File: src/rtl/i2s_tx_if.sv
// I2S transmitter bundle: parallel stereo input handshake
// plus the registered serial outputs.
interface i2s_tx_if #(
  parameter int DATA_W = 32
);
  logic              in_valid;
  logic [DATA_W-1:0] in_left;
  logic [DATA_W-1:0] in_right;
  logic              in_ready;
  logic              out_valid;
  logic              WS;
  logic              SD;

  modport master (
    output in_valid,
    output in_left,
    output in_right,
    input  in_ready,
    input  out_valid,
    input  WS,
    input  SD
  );

  modport slave (
    input  in_valid,
    input  in_left,
    input  in_right,
    output in_ready,
    output out_valid,
    output WS,
    output SD
  );
endinterface

File: src/rtl/i2s_tx.sv
// I2S transmitter: one-entry holding buffer feeding a
// left/right serializer, MSB first, gapless frames.
module i2s_tx #(
  parameter int DATA_W = 32
) (
  input  logic     clk,
  input  logic     rst_n,
  i2s_tx_if.slave  bus
);

  localparam int CW = (DATA_W > 1) ? $clog2(DATA_W) : 1;
  localparam logic [CW-1:0] LAST = CW'(DATA_W - 1);

  typedef enum logic [1:0] {
    IDLE,
    LEFT,
    RIGHT
  } state_t;

  state_t            state_q, state_d;
  logic [CW-1:0]     cnt_q, cnt_d;
  logic [DATA_W-1:0] shl_q, shl_d;
  logic [DATA_W-1:0] shr_q, shr_d;
  logic [DATA_W-1:0] hl_q, hl_d;
  logic [DATA_W-1:0] hr_q, hr_d;
  logic              full_q, full_d;
  logic              ov_q, ov_d;
  logic              ws_q, ws_d;
  logic              sd_q, sd_d;
  logic              accept;

  // in_ready comes straight from the buffer flag register
  assign accept        = bus.in_valid & ~full_q;
  assign bus.in_ready  = ~full_q;
  assign bus.out_valid = ov_q;
  assign bus.WS        = ws_q;
  assign bus.SD        = sd_q;

  // State and datapath registers
  always_ff @(posedge clk or negedge rst_n) begin
    if (!rst_n) begin
      state_q <= IDLE;
      cnt_q   <= '0;
      shl_q   <= '0;
      shr_q   <= '0;
      hl_q    <= '0;
      hr_q    <= '0;
      full_q  <= 1'b0;
      ov_q    <= 1'b0;
      ws_q    <= 1'b0;
      sd_q    <= 1'b0;
    end else begin
      state_q <= state_d;
      cnt_q   <= cnt_d;
      shl_q   <= shl_d;
      shr_q   <= shr_d;
      hl_q    <= hl_d;
      hr_q    <= hr_d;
      full_q  <= full_d;
      ov_q    <= ov_d;
      ws_q    <= ws_d;
      sd_q    <= sd_d;
    end
  end

  // Next-state: buffer capture, frame load and bit shifting.
  // The output regs hold the bit shown during the next cycle,
  // so a load emits the left MSB directly from the buffer.
  always_comb begin
    state_d = state_q;
    cnt_d   = cnt_q;
    shl_d   = shl_q;
    shr_d   = shr_q;
    hl_d    = hl_q;
    hr_d    = hr_q;
    full_d  = full_q;
    ov_d    = 1'b0;
    ws_d    = 1'b0;
    sd_d    = 1'b0;

    if (accept) begin
      hl_d   = bus.in_left;
      hr_d   = bus.in_right;
      full_d = 1'b1;
    end

    case (state_q)
      IDLE: begin
        if (full_q) begin
          state_d = LEFT;
          shl_d   = hl_q << 1;
          shr_d   = hr_q;
          cnt_d   = '0;
          full_d  = 1'b0;
          ov_d    = 1'b1;
          sd_d    = hl_q[DATA_W-1];
        end
      end
      LEFT: begin
        ov_d = 1'b1;
        if (cnt_q == LAST) begin
          state_d = RIGHT;
          cnt_d   = '0;
          ws_d    = 1'b1;
          sd_d    = shr_q[DATA_W-1];
          shr_d   = shr_q << 1;
        end else begin
          cnt_d = cnt_q + CW'(1);
          sd_d  = shl_q[DATA_W-1];
          shl_d = shl_q << 1;
        end
      end
      RIGHT: begin
        if (cnt_q == LAST) begin
          cnt_d = '0;
          if (full_q) begin
            state_d = LEFT;
            shl_d   = hl_q << 1;
            shr_d   = hr_q;
            full_d  = 1'b0;
            ov_d    = 1'b1;
            sd_d    = hl_q[DATA_W-1];
          end else begin
            state_d = IDLE;
          end
        end else begin
          cnt_d = cnt_q + CW'(1);
          ov_d  = 1'b1;
          ws_d  = 1'b1;
          sd_d  = shr_q[DATA_W-1];
          shr_d = shr_q << 1;
        end
      end
      default: begin
        state_d = IDLE;
      end
    endcase
  end

endmodule

File: src/flat_wrapper.sv
// flat-port wrapper written by rule: the top's interface ports become plain ports
module i2s_tx_flat 
#(
  parameter int DATA_W = 32
)
  (clk, rst_n, bus_in_valid, bus_in_left, bus_in_right, bus_in_ready, bus_out_valid, bus_WS, bus_SD);
  i2s_tx_if #(.DATA_W(DATA_W)) bus_i ();
  input  logic clk;
  input  logic rst_n;
  input wire logic [$bits(bus_i.in_valid)-1:0] bus_in_valid;
  input wire logic [$bits(bus_i.in_left)-1:0] bus_in_left;
  input wire logic [$bits(bus_i.in_right)-1:0] bus_in_right;
  output wire logic [$bits(bus_i.in_ready)-1:0] bus_in_ready;
  output wire logic [$bits(bus_i.out_valid)-1:0] bus_out_valid;
  output wire logic [$bits(bus_i.WS)-1:0] bus_WS;
  output wire logic [$bits(bus_i.SD)-1:0] bus_SD;
  assign bus_i.in_valid = bus_in_valid;
  assign bus_i.in_left = bus_in_left;
  assign bus_i.in_right = bus_in_right;
  assign bus_in_ready = bus_i.in_ready;
  assign bus_out_valid = bus_i.out_valid;
  assign bus_WS = bus_i.WS;
  assign bus_SD = bus_i.SD;
  i2s_tx #(.DATA_W(DATA_W)) u_core (.clk(clk), .rst_n(rst_n), .bus(bus_i));
endmodule
File: config.mk
export PLATFORM = sky130hd
export DESIGN_NAME = i2s_tx_flat
export DESIGN_NICKNAME = d
export VERILOG_FILES = /design/src/rtl/i2s_tx_if.sv /design/src/rtl/i2s_tx.sv /design/src/flat_wrapper.sv
export SDC_FILE = /design/constraint.sdc
export NUM_CORES = 1
export LEC_CHECK = 0
export CORE_ASPECT_RATIO = 0.9
export CORE_MARGIN = 10
export CORE_UTILIZATION = 57
export CTS_CLUSTER_SIZE = 30
export DETAILED_ROUTE_END_ITERATION = 10
export HOLD_SLACK_MARGIN = 0.08
export PLACE_DENSITY = 0.81
export SLEW_MARGIN = 20
export SYNTH_ARGS = -nofsm -noshare
export SYNTH_HDL_FRONTEND = slang
export SYNTH_SLANG_ARGS = --single-unit
File: constraint.sdc
create_clock -name clk -period 2.6 [get_ports clk]
set_clock_uncertainty 0.15 [all_clocks]
set_input_delay 0.52 -clock clk [delete_from_list [all_inputs] [get_ports clk]]
set_output_delay 0.52 -clock clk [all_outputs]
set_load 0.01 [all_outputs]
== Word level (Yosys, flattened, before mapping) ==
Index checks and enable logic that the tools add are counted.

* Equal/unequal tests: 7
* Multiply operators: 0
* Reductions and logical operators: 8
* $lt $le $gt $ge: 0
* Shifts and indexed selects: 0
* Muxes and demuxes: 30
* Bitwise logic cells: 2
* Add/subtract/negate cells: 1
* Divide/modulo/power cells: 0

{| class="wikitable"
|+ Operators by type and width
! cell !! number
|-
| two-way mux 32 bit || 6
|-
| case mux 32 bit (3 select lines) || 2
|-
| two-way mux 1 bit || 11
|-
| two-way mux 5 bit || 2
|-
| case mux 5 bit (2 select lines) || 1
|-
| two-way mux 2 bit || 3
|-
| inequality test 2 x 1 -> 1 bit, second input constant || 3
|-
| case mux 1 bit (3 select lines) || 2
|-
| case mux 2 bit (3 select lines) || 1
|-
| AND reduction 3 bit || 2
|-
| adder 5 x 1 -> 5 bit, second input constant || 1
|-
| == test 5 bit, second input constant || 1
|-
| case mux 1 bit (2 select lines) || 2
|-
| AND reduction 2 bit || 2
|-
| nonzero test 3 bit || 1
|-
| == test 2 x 1 -> 1 bit, second input constant || 1
|-
| == test 2 bit, second input constant || 1
|-
| zero test 2 bit || 1
|-
| inequality test 2 bit, second input constant || 1
|-
| nonzero test 2 bit || 1
|-
| OR reduction 2 bit || 1
|-
| AND 1 bit || 1
|-
| inverter 1 bit || 1
|}

* Memory bits (read-only): 0
* Input port bits: 67
* Memory bits (writable): 0
* Logic and storage cells: 58
* Latch bits: 0
* Memories: 0
* Register bits: 139

== Longest topological paths before layout ==
Gate-level depths: netlist (run 1).

* Depth after elaboration: 6
* Depth in mapped cells: 8
* Gate-level depth less buffers: 6

== Worst setup path before layout (run 1) ==
Ideal clock, no wire load.

* Path kind: register to register
* Start point: register u_core.cnt_q[0]
* End point: register u_core.shl_q[10]
* Period minus slack after synthesis: 2.272 ns
* Data arrival time: 1.997 ns
* Required time: 2.325 ns
* Stages on the path, launching flop included: 7
* Path slack: 0.328 ns
* Cells stage by stage: dfrtp_1 > ha_1 > and3_1 > ha_1 > a2111oi_4 > buf_6 > mux2_4

* Cells in the longest elaborated chain, start to end: 3
* Elaborated cells between the ends (all ways): 4

{| class="wikitable"
|+ Ends and longest elaborated chain
! element !! line !! RTL
|-
| from (decl) || i2s_tx.sv:21 || <nowiki>logic [CW-1:0] cnt_q, cnt_d;</nowiki>
|-
| from (signal assigned) || i2s_tx.sv:54 || <nowiki>cnt_q <= cnt_d;</nowiki>
|-
| == test 5 bit (*) || i2s_tx.sv:101, i2s_tx.sv:114 ||
|-
| inequality test 2 x 1 -> 1 bit (no source line) or inequality test 2 bit (tied branches) || n/a ||
|-
| AND reduction 3 bit (no source line) (*) || n/a ||
|-
| to (signal assigned) || i2s_tx.sv:55 || <nowiki>shl_q <= shl_d;</nowiki>
|-
| to (decl) || i2s_tx.sv:22 || <nowiki>logic [DATA_W-1:0] shl_q, shl_d;</nowiki>
|}

Every way passes the cells marked *; elsewhere a longest branch is shown, timed or not.
A chain may end at the register's enable or synchronous reset.

== Worst setup path in the final report (run 1) ==
* Start point: register u_core.cnt_q[0]
* End point: register u_core.shl_q[26]

The elaborated chain is that of the path after synthesis.

==> results by group, run 1 <==
Place
  – Place WS: 148 ps
  – Hpwl dp: 8710 µm
  – Placed cell area: around 7600 µm²
  – Gp weighted congestion: 0.855
  – # port buffers: 70

Clock tree
  – Number of clock sinks: 138
  – CTS Buf Count: 17
  – Skew-Pair Late Insertion Delay: 420 ps
  – H-tree levels: 4
  – CTS Root Cell: clkbuf_16
  – TritonCTS clock tree: yes
  – Clock Tree Buf Depth: 2
  – Clk pin slew, worst setup/hold paths: 60 ps

Drt
  – Via/cell ratio: 5.93
  – Initial DRC Count: a little over 300
  – DRT antenna net count: 0
  – Vias: 4,332
  – Final routed DRC violation total: 0
  – Total iterations of the first detailed-routing run: 4
  – WL per Instance: ~19 µm
  – Drt total wl: 13,900 µm

Cells and area
  – # diodes: 0
  – Reg area: between 3000 and 4000 µm²
  – Layout cells sized above 1: 37.8%
  – Area occupied by multi-input gates: approximately 3000 µm²
  – Fillers: 804
  – Nets: 636
  – Area growth syn-to-layout: 22.3%
  – Final Instance Area: 8190 µm²

Timing
  – Final setup TNS: 0 ps
  – Setup slack after layout: 113 ps
  – Relative slew slack: 54.3%
  – Final setup viols: 0
  – Fmax: 0.402 GHz
  – Min Hold Slack: about 350 ps
  – Period Utilization, post-route: between 90% and 100%
  – RSZ-0062 raised after global routing: false
  – Max Slew Vio Count: 0
  – Final hold violations: 0
  – Min Tclk post-route: 2490 ps
  – Worst Tran Pin Value: 686 ps

Floorplanning
  – I/O Pins: 71
  – Initial Util: 58.3%
  – CORE AREA: 11,500 µm²
  – DIE HEIGHT: 123 µm
  – Die area: between 15,000 and 20,000 µm²
  – Row count: 37
  – Die width: 134 µm

Worst setup path
  – CP startpoint: u_core.cnt_q[0]$_DFFE_PN0P_
  – WP data arrival: 2630 ps
  – Required time worst endpoint: 2740 ps
  – Reg2reg setup slack: 110 ps
  – CP Max Fanout: 31
  – Reg2Reg Depth: 7
  – Worst r2r dst: u_core.shl_q[26]$_DFFE_PN0P_
  – Critical Path Sink Type: flop
  – Startpoint Class: flop
  – Crit path capture: u_core.shl_q[26]$_DFFE_PN0P_
  – Critical path type: flop to flop
  – Worst R2R Start: u_core.cnt_q[0]$_DFFE_PN0P_

Flow run
  – Max-cap violation count: 0

Logic synthesis
  – Synth warnings: 0
  – Synth cell types: 36
  – Mapped cell area: approximately 6700 µm²
  – Seq cells post-synth: 138
  – FFs w/ async S/R, synth: 100%
  – EDFF count, synth: 0
  – Post-synthesis cell count: 496
  – Sequential fraction of the synthesis area: 51.6%
  – Syn Area/Cell: between 10 and 15 µm²
  – Main flop type after synthesis: dfrtp_1
  – Net count after synthesis: 571

Global route
  – Gr ovfl total: 0
  – Global-route wire length before repair: 23,400 µm
  – Largest net degree at the start of global routing: 73
  – Initial antenna violation count: 0
  – Vias in the first global route: around 4.7k
  – GRT Total Usage: 17.6%

Run status
  – Status: complete, no violations

Power
  – PwrDens: 1400 nW/µm²
  – VDD IR max: 619 µV
  – LEAKAGE: 3.38 nW

Worst hold path
  – Worst Hold Class: flop to flop
  – Worst hold path depth: 1
[cells in the final DEF (no fill, tap or decap), types with 5 or more instances in the layout]
cell type        synthesis  layout
inv_1                    6       6
buf_4                    2      17
clkbuf_16                0      17
mux2_2                 147     147
o211ai_1                31      31
mux2_4                  10      10
o21ai_0                  5       5
clkdlybuf4s50_1          0      69
dfrtp_1                138     138
a2bb2oi_1               31      31
ha_1                     8       7
a211oi_1                33      33
[repair_timing]
item / CTS / global route
hold buffers: 1 / 0
buffers inserted: 0 / 0
endpoints found under the hold margin: 70 / 0
gates resized for setup: 0 / 0
[logic make-up (layout without fill, tap and decap cells)]
group	count (synthesis)	in the layout	share of synthesized area (%)
buffers and inverters	52	130	3.96
adders and majority gates	8	8	1.50
muxes	159	159	27.3
AOI/OAI and AO/OA	116	116	13.7
and+or+nand+nor	23	23	2.02
DFF	138	138	51.6
[state kept, by name, summed over array words and instances (netlist names)]
register,count
u_core.hr_q,32
u_core.hl_q,32
u_core.shl_q,31
u_core.shr_q,32
u_core.bus.SD,1
u_core.full_q,1
u_core.bus.out_valid,1
u_core.cnt_q,5
u_core.bus.WS,1
u_core.state_q,2
[cells in the mapped netlist, types with 3 or more instances]
library cell    n  share of area, %
nor2b_1         6              0.56
a211oi_1       33               3.7
clkbuf_1       18               1.0
nand2b_1        3              0.28
mux2_2        147                25
mux2_4         10               2.2
a2bb2oi_1      31               4.1
o21ai_0         5              0.37
buf_2          20               1.5
ha_1            8               1.5
a21o_1          3              0.34
nand2_1         4              0.22
o31ai_1         3              0.34
dfrtp_1       138                52
buf_6           5              0.84
inv_1           6              0.34
o211ai_1       31               3.5
[stage by stage]
step	instances	power, mW	util (%)
finish	730	11.5	71.3
global route	730	12.2	71.3
CTS	730	11.5	71.3
detailed placement	697	8.97	66.0
global placement	697	8.69	66.0
floorplan	496	7.85	-
[area by class of cell]
| type | count | share of cell area, % |
|---|---|---|
| sequential | 138 | 42.2 |
| multi-input combinational | 306 | 36.5 |
| timing repair buffer | 92 | 11.2 |
| clock buffer | 21 | 5.62 |
| tap | 156 | 2.38 |
| clock inverter | 11 | 1.76 |
| inverter | 6 | 0.275 |
[where the power goes]
| group | total (mW) | switching, mW | internal, mW |
|---|---|---|---|
| registers | 3.94 | 0.665 | 3.28 |
| logic | 5.08 | 2.20 | 2.88 |
| clock network | 2.45 | 0.892 | 1.56 |
[per-layer routing]
layer	vias up	routed length (µm)	GRT usage [%]
met5	-	0	0
met3	6	491	4.86
li1	2018	-	-
met1	2216	6100	21.7
met2	92	7260	29.4
met4	0	82	5.98
[worst max-delay path, stage by stage (launching register included)]
cell	delay [ps]
dfrtp_1	380
ha_1	200
and3_1	220
ha_1	350
nor2b_4	80
a2111oi_4	340
buf_12	260
mux2_2	370
[worst min path at each step]
stage / end / from / slack (ps)
floorplan: u_core.bus.SD$_DFF_PN0_ / rst_n / 70
global placement: u_core.shl_q[12]$_DFFE_PN0P_ / u_core.shl_q[12]$_DFFE_PN0P_ / 330
detailed placement: u_core.hl_q[0]$_DFFE_PN0P_ / u_core.hl_q[0]$_DFFE_PN0P_ / 340
CTS: u_core.hl_q[0]$_DFFE_PN0P_ / u_core.hl_q[0]$_DFFE_PN0P_ / 350
global route: u_core.shl_q[3]$_DFFE_PN0P_ / u_core.shl_q[3]$_DFFE_PN0P_ / 370
finish: u_core.hl_q[0]$_DFFE_PN0P_ / u_core.hl_q[0]$_DFFE_PN0P_ / 350
No activity file was read; power rests on OpenSTA's default activity.
==> run 2, diff against run 1 <==
CORE_UTILIZATION = 34   (was 57)
PLACE_DENSITY = 0.54   (was 0.81)
==> results by group, run 2 (synthesis results as in run 1) <==
Timing
  – Setup slack after layout: 198 ps
  – Period Utilization, post-route: around 92%
  – Max Slew Vio Count: 0
  – Final setup TNS: 0 ps
  – RSZ-0062 raised after global routing: false
  – Min Tclk post-route: about 2400 ps
  – Fmax: 0.416 GHz
  – Final hold violations: 0
  – Relative slew slack: 64.8%
  – Final setup viols: 0
  – Worst Tran Pin Value: around 530 ps

Cells and area
  – # diodes: 0
  – Leading cell type in the layout, fill and taps excluded: mux2_2
  – Nets: approximately 640
  – Area growth syn-to-layout: 23.7%
  – Layout cells sized above 1: 37.7%
  – Largest regs: u_core.hl_q: 32 flops, u_core.hr_q: 32 flops, u_core.shr_q: 32 flops
  – Most frequent cells in the layout: 147 x mux2_2, 138 x dfrtp_1, 69 x clkdlybuf4s50_1

Clock tree
  – CTS Buf Count: 17
  – Clock Tree Buf Depth: 2
  – Hold Buf Count CTS: 1
  – Clk pin slew, worst setup/hold paths: ~60 ps
  – Post-CTS sizing: 0
  – Skew-Pair Late Insertion Delay: about 420 ps
  – TritonCTS clock tree: yes
  – H-tree levels: 4
  – CTS Root Cell: clkbuf_16
  – Number of post-CTS setup repair buffers: 0
  – Number of clock sinks: 138

Worst setup path
  – Critical Path Sink Type: flop
  – Cell Chain, Critical Path: ha_1, and3_1, ha_1, nor2b_4, a2111oi_4, buf_12, mux2_2
  – Most frequent CP cell: ha_1
  – Critical path type: flop to flop
  – Required time worst endpoint: between 2000 and 3000 ps
  – Reg2reg setup slack: 200 ps
  – Worst R2R Start: u_core.cnt_q[0]$_DFFE_PN0P_
  – WP data arrival: roughly 2600 ps
  – Largest stage delay on the critical path: 380 ps
  – CP Max Fanout: 31
  – Startpoint Class: flop
  – CP startpoint: u_core.cnt_q[0]$_DFFE_PN0P_
  – CP max stage cell: dfrtp_1

Floorplanning
  – Initial Util: 34.7%
  – Die width: 168 µm
  – DIE HEIGHT: 153 µm
  – I/O Pins: 71
  – CORE AREA: ~19,000 µm²
  – Die area: 25,700 µm²
  – Row count: 48

Drt
  – Met3 wire length: 502 µm
  – Total iterations of the first detailed-routing run: 4
  – Final routed DRC violation total: 0
  – Drt total wl: 14,400 µm
  – Initial DRC Count: 181
  – WL per Instance: roughly 18 µm
  – Via/cell ratio: 5.15
  – Routed met2 length: around 6800 µm
  – Vias: 4,240
  – Met1 WL: about 7000 µm
  – DRT antenna net count: 0
  – Top Layer Used: met4

Worst hold path
  – HP Start: u_core.hl_q[0]$_DFFE_PN0P_
  – Worst Hold Class: flop to flop

Global route
  – Initial antenna violation count: 0
  – GRT Total Usage: 11.7%
  – Gr ovfl total: 0
  – Largest net degree at the start of global routing: 53
  – Vias in the first global route: 4,652
  – Global-route wire length before repair: roughly 25,000 µm

Place
  – Place WS: a little over 200 ps
  – Hpwl dp: roughly 9400 µm
  – Gp weighted congestion: 0.787
  – # port buffers: 70

Power
  – LEAKAGE: 3.36 nW
  – VDD IR max: 542 µV
  – PwrDens: 1370 nW/µm²

Run status
  – Status: complete, no violations

Flow run
  – Max-cap violation count: 0
-- run 2: power breakdown --
group	total, mW	internal [mW]	switching [mW]	leakage (nW)
sequential	3.91	3.28	0.637	1.64
clock	2.38	1.42	0.958	0.274
combinational	5.03	2.88	2.16	1.44
total	11.3	7.57	3.75	3.36
-- run 2: worst max-delay path, delay by kind of cell (launching register included) --
family	cells	cell delay, ps
muxes	1	360
AOI/OAI and AO/OA	1	320
and+or+nand+nor	2	260
DFF	1	380
adders and majority gates	2	530
buffers and inverters	1	260
-- run 2: final timing paths --
kind                                                 to  cells past startpoint
min reg2reg                  u_core.hl_q[0]$_DFFE_PN0P_                      1
max in group asynchronous   u_core.hr_q[15]$_DFFE_PN0P_                      3
min                          u_core.hl_q[0]$_DFFE_PN0P_                      1
max                        u_core.shl_q[26]$_DFFE_PN0P_                      7
max reg2reg                u_core.shl_q[26]$_DFFE_PN0P_                      7
min in group asynchronous   u_core.hl_q[23]$_DFFE_PN0P_                      2
-- run 2: layout make-up --
| type | instances | area (µm²) |
|---|---|---|
| timing repair buffer | 91 | 925 |
| clock buffer | 19 | 433 |
| multi-input combinational | 306 | 2990 |
| fill | 1742 | 11000 |
| tap | 250 | 313 |
| inverter | 6 | 22.5 |
| sequential | 138 | 3450 |
| clock inverter | 13 | 145 |
-- run 2: through the flow --
step           instance area [µm²]  hold WS (ps)  power [mW]  utilization [%]  std cells
6_report                      8280           344        11.3             43.0        823
5_1_grt                       8280           372        12.1             43.0        823
4_1_cts                       8280           350        11.5             43.0        823
3_5_place_dp                  7690           337        9.02             39.9        790
3_3_place_gp                  7690           334        8.83             39.9        790
2_1_floorplan                 6700          74.4        7.85                -        496
-- run 2: layer usage --
layer,up-vias,global-route usage (%)
li1,1998,-
met1,2164,15.5
met2,69,18.0
met3,9,3.18
met4,0,3.85
met5,-,0
